### src/rtl/ext_pipe.sv
// Pipelined extend unit: immediate zero/sign/high extension and
// lb/lbu/lh/lhu lane extraction behind a valid/ready FIFO buffer.
//
// Ports:
//   clk, reset (async, active-low), flush (sync drop of all entries)
//   in_valid/in_ready, in_op[2:0], in_data[OUT_W], in_addr[1:0]
//   out_valid/out_ready, out_data[OUT_W], out_aerr
module ext_pipe #(
  parameter int IN_W  = 16,
  parameter int OUT_W = 32,
  parameter int DEPTH = 2
) (
  input  logic             clk,
  input  logic             reset,
  input  logic             flush,
  input  logic             in_valid,
  output logic             in_ready,
  input  logic [2:0]       in_op,
  input  logic [OUT_W-1:0] in_data,
  input  logic [1:0]       in_addr,
  output logic             out_valid,
  input  logic             out_ready,
  output logic [OUT_W-1:0] out_data,
  output logic             out_aerr
);

  localparam int PW = (DEPTH > 1) ? $clog2(DEPTH) : 1;
  localparam int CW = $clog2(DEPTH) + 1;

  localparam logic [2:0] OP_ZERO = 3'd0;
  localparam logic [2:0] OP_SIGN = 3'd1;
  localparam logic [2:0] OP_HIGH = 3'd2;
  localparam logic [2:0] OP_LBU  = 3'd3;
  localparam logic [2:0] OP_LB   = 3'd4;
  localparam logic [2:0] OP_LHU  = 3'd5;
  localparam logic [2:0] OP_LH   = 3'd6;
  localparam logic [2:0] OP_PASS = 3'd7;

  logic [OUT_W-1:0] r_mem [DEPTH];
  logic [DEPTH-1:0] r_amem;
  logic [PW-1:0]    r_wr_ptr;
  logic [PW-1:0]    r_rd_ptr;
  logic [CW-1:0]    r_count;
  logic [OUT_W-1:0] r_out_data;
  logic             r_out_aerr;

  logic [7:0]       w_byte;
  logic [15:0]      w_half;
  logic [OUT_W-1:0] w_zext;
  logic [OUT_W-1:0] w_sext;
  logic [OUT_W-1:0] w_high;
  logic [OUT_W-1:0] w_res;
  logic             w_aerr;

  logic             w_acc;
  logic             w_pop;
  logic             w_wr;
  logic             w_rd;
  logic [PW-1:0]    w_wr_nxt;
  logic [PW-1:0]    w_rd_nxt;
  logic [CW-1:0]    w_cnt_nxt;
  logic [OUT_W-1:0] w_head_d;
  logic             w_head_a;

  // Result is formed at accept time and stored, so the buffer holds
  // finished values and the head path is a plain register.
  always_comb begin
    w_byte = in_data[{in_addr, 3'b000} +: 8];
    w_half = in_data[{in_addr[1], 4'b0000} +: 16];
    w_zext = OUT_W'(in_data[IN_W-1:0]);
    w_sext = '0;
    for (int i = 0; i < OUT_W; i++) begin
      w_sext[i] = (i < IN_W) ? in_data[i] : in_data[IN_W-1];
    end
    w_high = w_zext << (OUT_W - IN_W);
    w_res  = in_data;
    w_aerr = 1'b0;
    case (in_op)
      OP_ZERO: w_res = w_zext;
      OP_SIGN: w_res = w_sext;
      OP_HIGH: w_res = w_high;
      OP_LBU:  w_res = {{(OUT_W-8){1'b0}}, w_byte};
      OP_LB:   w_res = {{(OUT_W-8){w_byte[7]}}, w_byte};
      OP_LHU: begin
        w_res  = {{(OUT_W-16){1'b0}}, w_half};
        w_aerr = in_addr[0];
      end
      OP_LH: begin
        w_res  = {{(OUT_W-16){w_half[15]}}, w_half};
        w_aerr = in_addr[0];
      end
      OP_PASS: w_res = in_data;
      default: w_res = in_data;
    endcase
  end

  assign in_ready  = (r_count < CW'(DEPTH));
  assign out_valid = (r_count != '0);
  assign out_data  = r_out_data;
  assign out_aerr  = r_out_aerr;

  assign w_acc = in_valid & in_ready;
  assign w_pop = out_valid & out_ready;
  assign w_wr  = w_acc & ~flush;
  assign w_rd  = w_pop & ~flush;

  always_comb begin
    w_wr_nxt  = flush ? '0 : r_wr_ptr + PW'(w_wr);
    w_rd_nxt  = flush ? '0 : r_rd_ptr + PW'(w_rd);
    w_cnt_nxt = flush ? '0 : r_count + CW'(w_wr) - CW'(w_rd);
    // The entry being written this cycle becomes the head when every
    // older entry has left; it is not in r_mem yet, so bypass it.
    if (w_wr && (w_rd_nxt == r_wr_ptr)) begin
      w_head_d = w_res;
      w_head_a = w_aerr;
    end else begin
      w_head_d = r_mem[w_rd_nxt];
      w_head_a = r_amem[w_rd_nxt];
    end
  end

  always_ff @(posedge clk or negedge reset) begin
    if (!reset) begin
      for (int i = 0; i < DEPTH; i++) begin
        r_mem[i] <= '0;
      end
      r_amem     <= '0;
      r_wr_ptr   <= '0;
      r_rd_ptr   <= '0;
      r_count    <= '0;
      r_out_data <= '0;
      r_out_aerr <= 1'b0;
    end else begin
      if (w_wr) begin
        r_mem[r_wr_ptr]  <= w_res;
        r_amem[r_wr_ptr] <= w_aerr;
      end
      r_wr_ptr <= w_wr_nxt;
      r_rd_ptr <= w_rd_nxt;
      r_count  <= w_cnt_nxt;
      // Empty buffer keeps showing the last head value.
      if (w_cnt_nxt != '0) begin
        r_out_data <= w_head_d;
        r_out_aerr <= w_head_a;
      end
    end
  end

endmodule
### config.mk
export PLATFORM = sky130hd
export DESIGN_NAME = ext_pipe
export DESIGN_NICKNAME = d
export VERILOG_FILES = /design/src/rtl/ext_pipe.sv
export SDC_FILE = /design/constraint.sdc
export NUM_CORES = 1
export LEC_CHECK = 0
export ABC_AREA = 0
export CORE_ASPECT_RATIO = 1.1
export CORE_MARGIN = 2
export CORE_UTILIZATION = 40
export CTS_BUF_LIST = sky130_fd_sc_hd__clkbuf_4 sky130_fd_sc_hd__clkbuf_8 sky130_fd_sc_hd__clkbuf_16
export CTS_CLUSTER_SIZE = 25
export DETAILED_ROUTE_END_ITERATION = 7
export GPL_TIMING_DRIVEN = 0
export HOLD_SLACK_MARGIN = 0.1
export SLEW_MARGIN = 25
export SYNTH_ARGS = -nofsm -noshare
export SYNTH_HDL_FRONTEND = slang
export SYNTH_SLANG_ARGS = --single-unit
export TNS_END_PERCENT = 50
### constraint.sdc
create_clock -name clk -period 3.15 [get_ports clk]
set_input_delay 0.945 -clock clk [delete_from_list [all_inputs] [get_ports clk]]
set_output_delay 0.945 -clock clk [all_outputs]
set_load 0.01 [all_outputs]
==> impl_metrics.prom <==
# TYPE chip_impl_metric gauge
chip_impl_info{name="synth.area.top_cells",value="sky130_fd_sc_hd__dfrtp_1, sky130_fd_sc_hd__nand2_1, sky130_fd_sc_hd__o21ai_1"} 1
chip_impl_info{name="end_kind",value="flop"} 1
chip_impl_info{name="cts_tree",value="yes"} 1
chip_impl_metric{name="syn-num-nets",unit=""} 672
chip_impl_metric{name="pin_count_of_the_biggest_net_entering_global_routing",unit=""} 73
chip_impl_info{name="status",value="completed"} 1
chip_impl_metric{name="r2r_setup_slack",unit="ns"} 0.68
chip_impl_metric{name="post_synthesis_cell_count",unit=""} 629
chip_impl_metric{name="routed_wire_length_per_instance",unit="um"} 19.6
chip_impl_metric{name="detail_route.drc_violations",unit=""} 0
chip_impl_metric{name="dp.final_hpwl",unit="mm"} 13.2
chip_impl_metric{name="place_worst_setup_slack",unit="ns"} -0.640
chip_impl_info{name="netlist.top_cell.by_area",value="sky130_fd_sc_hd__dfrtp_1"} 1
chip_impl_metric{name="clock_tree.buffer_depth",unit=""} 2
chip_impl_metric{name="clk_latency",unit="ns"} 0.35
chip_impl_metric{name="postSynthAreaPerCell",unit="um^2"} 9.15
chip_impl_metric{name="achievable-frequency",unit="MHz"} 327
chip_impl_metric{name="finalSetupViolations",unit=""} 0
chip_impl_metric{name="synth_edf_count",unit=""} 0
chip_impl_metric{name="power.switching",unit="mW"} 1.53
chip_impl_metric{name="drt-initial-drc-count",unit=""} 387
chip_impl_metric{name="yosysWarnings",unit=""} 0
chip_impl_metric{name="power.switching_fraction",unit="%"} 32.3
chip_impl_metric{name="power_per_cell_area",unit="nW/um^2"} 649
chip_impl_metric{name="insertedDiodeCount",unit=""} 0
chip_impl_metric{name="worst_slack",unit="ns"} 0.0886
chip_impl_metric{name="num_rows",unit=""} 45
chip_impl_info{name="post-synth-top-count-cell",value="sky130_fd_sc_hd__nand2_1"} 1
chip_impl_metric{name="top_level_ports",unit=""} 77
chip_impl_metric{name="design.die.area",unit="um^2"} 15400
chip_impl_metric{name="cts_setup_buffers",unit=""} 0
chip_impl_metric{name="synth.ff_latch_count",unit=""} 103
chip_impl_metric{name="synthArstFlopShare",unit="%"} 100
chip_impl_metric{name="max_cap_viol_count",unit=""} 0
chip_impl_metric{name="final_min_period",unit="ns"} 3.06
chip_impl_metric{name="initial_core_util",unit="%"} 41.2
chip_impl_metric{name="die_width",unit="um"} 118
chip_impl_metric{name="leak_pwr",unit="nW"} 3.10
chip_impl_metric{name="clk_pin_slew_worst_paths",unit="ns"} 0.07
chip_impl_metric{name="maxSlewHeadroom",unit="%"} 28.0
chip_impl_metric{name="grt_first_pass_wirelength",unit="mm"} 27.8
chip_impl_metric{name="crit_path_max_fanout",unit=""} 10
chip_impl_metric{name="gp_routability_congestion",unit=""} 0.890
chip_impl_metric{name="final_hold_viol_count",unit=""} 0
chip_impl_info{name="cts_root_buf",value="sky130_fd_sc_hd__clkbuf_16"} 1
chip_impl_metric{name="sequentialPowerShare",unit="%"} 41.5
chip_impl_metric{name="grt_overflow",unit=""} 0
chip_impl_metric{name="proportion_of_synthesized_chip_area_in_sequential_cells",unit="%"} 44.8
chip_impl_metric{name="core_area",unit="um^2"} 14000
chip_impl_info{name="kind_of_start_point_of_the_critical_path",value="input port"} 1
chip_impl_metric{name="layout_worst_path_cycle_share",unit="%"} 97.2
chip_impl_metric{name="timing.critical_path.arrival",unit="ns"} 3.30
chip_impl_metric{name="htree_num_levels",unit=""} 3
chip_impl_info{name="worst-setup-path-type",value="input port to flop"} 1
chip_impl_metric{name="detailroute.via_count",unit=""} 5207
chip_impl_metric{name="grt_pass1_vias",unit=""} 5038
chip_impl_metric{name="synth.top_cell.area_share",unit="%"} 44.8
chip_impl_metric{name="drive_above_1_share",unit="%"} 13.1
chip_impl_metric{name="r2r_cells",unit=""} 7
chip_impl_metric{name="tritoncts_buffers",unit=""} 9
chip_impl_metric{name="die_height",unit="um"} 130
chip_impl_metric{name="worst_ep_required_time",unit="ns"} 3.39
chip_impl_metric{name="yosys.cell_types.count",unit=""} 51
chip_impl_metric{name="detail-route-antenna-nets",unit=""} 0
chip_impl_info{name="critical_path.reg2reg.startpoint",value="r_count[1]$_DFF_PN0_"} 1
chip_impl_info{name="r2r_end",value="out_data[3]$_DFFE_PN0P_"} 1
chip_impl_metric{name="synthToLayoutAreaGrowth",unit="%"} 26.8
chip_impl_metric{name="avgViaCountPerCell",unit=""} 5.74
chip_impl_metric{name="maxSlewViolCount",unit=""} 0
chip_impl_metric{name="routed_wirelength",unit="mm"} 17.8
chip_impl_metric{name="tightestPinTransition",unit="ns"} 1.08
chip_impl_metric{name="clock_sink_count",unit=""} 103
chip_impl_metric{name="cts.hold.buffers_added",unit=""} 0
chip_impl_metric{name="final_core_util",unit="%"} 52.3
chip_impl_metric{name="total_global_route_track_usage",unit="%"} 23.4
chip_impl_metric{name="finish.net_count",unit=""} 757
chip_impl_metric{name="p_comb_share",unit="%"} 34.3
chip_impl_metric{name="p_int",unit="mW"} 3.21
chip_impl_metric{name="max-vdd-ir-drop",unit="uV"} 347
chip_impl_info{name="synthFlopType",value="sky130_fd_sc_hd__dfrtp_1"} 1
chip_impl_metric{name="synthesis.area",unit="um^2"} 5760
chip_impl_metric{name="port_buffers",unit=""} 73
chip_impl_metric{name="p_clk_share",unit="%"} 24.2
chip_impl_info{name="ys_top_cells_by_count",value="sky130_fd_sc_hd__nand2_1, sky130_fd_sc_hd__dfrtp_1, sky130_fd_sc_hd__o21ai_1"} 1
chip_impl_metric{name="drt_first_pass_iters",unit=""} 5
chip_impl_info{name="timing.hold.worst.class",value="input port to async pin"} 1
chip_impl_info{name="setup_repair_after_global_routing_missed_its_margin",value="no"} 1
chip_impl_metric{name="grt_antenna_before_repair",unit=""} 0
chip_impl_metric{name="clock_skew",unit="ns"} 0.00623
-- cell families after synthesis --
group | synth area share (%)
buf+inv | 4.41
mux | 7.89
fa+ha+maj | 0.217
simple gates | 15.2
compound gates | 27.2
flops | 44.8
xor+xnor | 0.304
-- layout make-up --
type / count / area [um^2]
sequential: 103 / 2580
fill: 1341 / 6670
buffer: 55 / 245
inverter: 6 / 25.0
timing repair buffer: 74 / 759
clock buffer: 12 / 254
clock inverter: 4 / 55.1
tap: 188 / 235
multi-input combinational: 465 / 3150
-- flip-flops by register name, summed over array words and instances, names as in the netlist --
| signal | cells |
|---|---|
| r_mem | 64 |
| r_wr_ptr | 1 |
| r_rd_ptr | 1 |
| r_count | 2 |
| out_aerr | 1 |
| out_data | 32 |
| r_amem | 2 |
-- worst max path at each step --
stage	depth (start not counted)	to	from	slack [ns]
CTS	7	out_data[14]$_DFFE_PN0P_	in_addr[0]	-0.09
global route	10	out_data[27]$_DFFE_PN0P_	in_valid	0.01
finish	7	out_data[15]$_DFFE_PN0P_	in_addr[0]	0.09
global placement	1	r_mem[56]$_DFFE_PN0P_	reset	-2.75
floorplan	9	out_data[22]$_DFFE_PN0P_	in_valid	0.44
detailed placement	7	out_data[9]$_DFFE_PN0P_	in_addr[0]	-0.64
-- power groups by stage --
stage               logic [mW]  clock network [mW]  registers [mW]
floorplan                0.778                   0            2.03
global placement          1.55                   0            1.97
detailed placement        1.57                   0            1.99
CTS                       1.58                1.17            1.97
global route              1.78                1.22            2.02
finish                    1.62                1.15            1.97
-- cell usage in the layout (no fill, tap or decap), types with 3 or more instances in the layout --
| cell type | instances |
|---|---|
| sky130_fd_sc_hd__a31o_1 | 8 |
| sky130_fd_sc_hd__o21ai_1 | 71 |
| sky130_fd_sc_hd__buf_2 | 13 |
| sky130_fd_sc_hd__mux2_2 | 3 |
| sky130_fd_sc_hd__clkdlybuf4s50_1 | 72 |
| sky130_fd_sc_hd__a41o_1 | 4 |
| sky130_fd_sc_hd__nor2_1 | 8 |
| sky130_fd_sc_hd__a21oi_1 | 19 |
| sky130_fd_sc_hd__o21ai_2 | 10 |
| sky130_fd_sc_hd__a22o_1 | 35 |
| sky130_fd_sc_hd__a221o_1 | 4 |
| sky130_fd_sc_hd__nand2_1 | 166 |
| sky130_fd_sc_hd__nor2b_1 | 6 |
| sky130_fd_sc_hd__buf_1 | 8 |
| sky130_fd_sc_hd__clkbuf_16 | 9 |
| sky130_fd_sc_hd__o21ai_0 | 7 |
| sky130_fd_sc_hd__dfrtp_1 | 103 |
| sky130_fd_sc_hd__nor3b_1 | 7 |
| sky130_fd_sc_hd__mux2i_1 | 17 |
| sky130_fd_sc_hd__clkbuf_2 | 6 |
| sky130_fd_sc_hd__clkbuf_4 | 3 |
| sky130_fd_sc_hd__and3_1 | 6 |
| sky130_fd_sc_hd__inv_1 | 5 |
| sky130_fd_sc_hd__a221oi_1 | 4 |
| sky130_fd_sc_hd__a221oi_2 | 4 |
| sky130_fd_sc_hd__a31oi_1 | 15 |
| sky130_fd_sc_hd__a221oi_4 | 11 |
| sky130_fd_sc_hd__clkbuf_1 | 25 |
| sky130_fd_sc_hd__a211oi_2 | 4 |
| sky130_fd_sc_hd__a22oi_1 | 3 |
| sky130_fd_sc_hd__mux2_1 | 6 |
| sky130_fd_sc_hd__a211oi_1 | 4 |
| sky130_fd_sc_hd__nand2b_1 | 4 |
| sky130_fd_sc_hd__mux2_4 | 10 |
-- routing by layer --
| metal | global-route usage [%] | vias to the layer above | part of all wire (%) |
|---|---|---|---|
| met3 | 3.23 | 23 | 5.5 |
| met4 | 7.49 | 0 | 2.0 |
| li1 | - | 2450 | - |
| met5 | 0 | - | 0 |
| met1 | 31.3 | 2551 | 44 |
| met2 | 39.5 | 183 | 48 |
-- stage by stage --
| stage | TNS [ns] | total power, mW | cells | area (um^2) | hold slack, ns |
|---|---|---|---|---|---|
| finish | 0 | 4.74 | 907 | 7300 | 0.474 |
| global route | 0 | 5.02 | 907 | 7300 | 0.479 |
| CTS | -0.292 | 4.72 | 907 | 7080 | 0.471 |
| detailed placement | -24.33 | 3.56 | 891 | 6750 | 0.466 |
| global placement | -301.42 | 3.52 | 890 | 6720 | 0.461 |
| floorplan | 0 | 2.81 | 629 | 5760 | 0.449 |
-- critical path, cell delays in order --
cell	delay (ns)
sky130_fd_sc_hd__clkdlybuf4s50_1	0.66
sky130_fd_sc_hd__mux2_2	0.40
sky130_fd_sc_hd__a22o_1	0.24
sky130_fd_sc_hd__buf_2	0.26
sky130_fd_sc_hd__a211oi_2	0.50
sky130_fd_sc_hd__mux2_4	0.25
sky130_fd_sc_hd__o21ai_2	0.05
-- repair_timing --
item / 4_1_cts / 5_1_grt
gates resized for setup: 7 / 42
cloned: 0 / 0
endpoints found under the setup margin: 31 / 40
(Power assumes the default switching activity.)
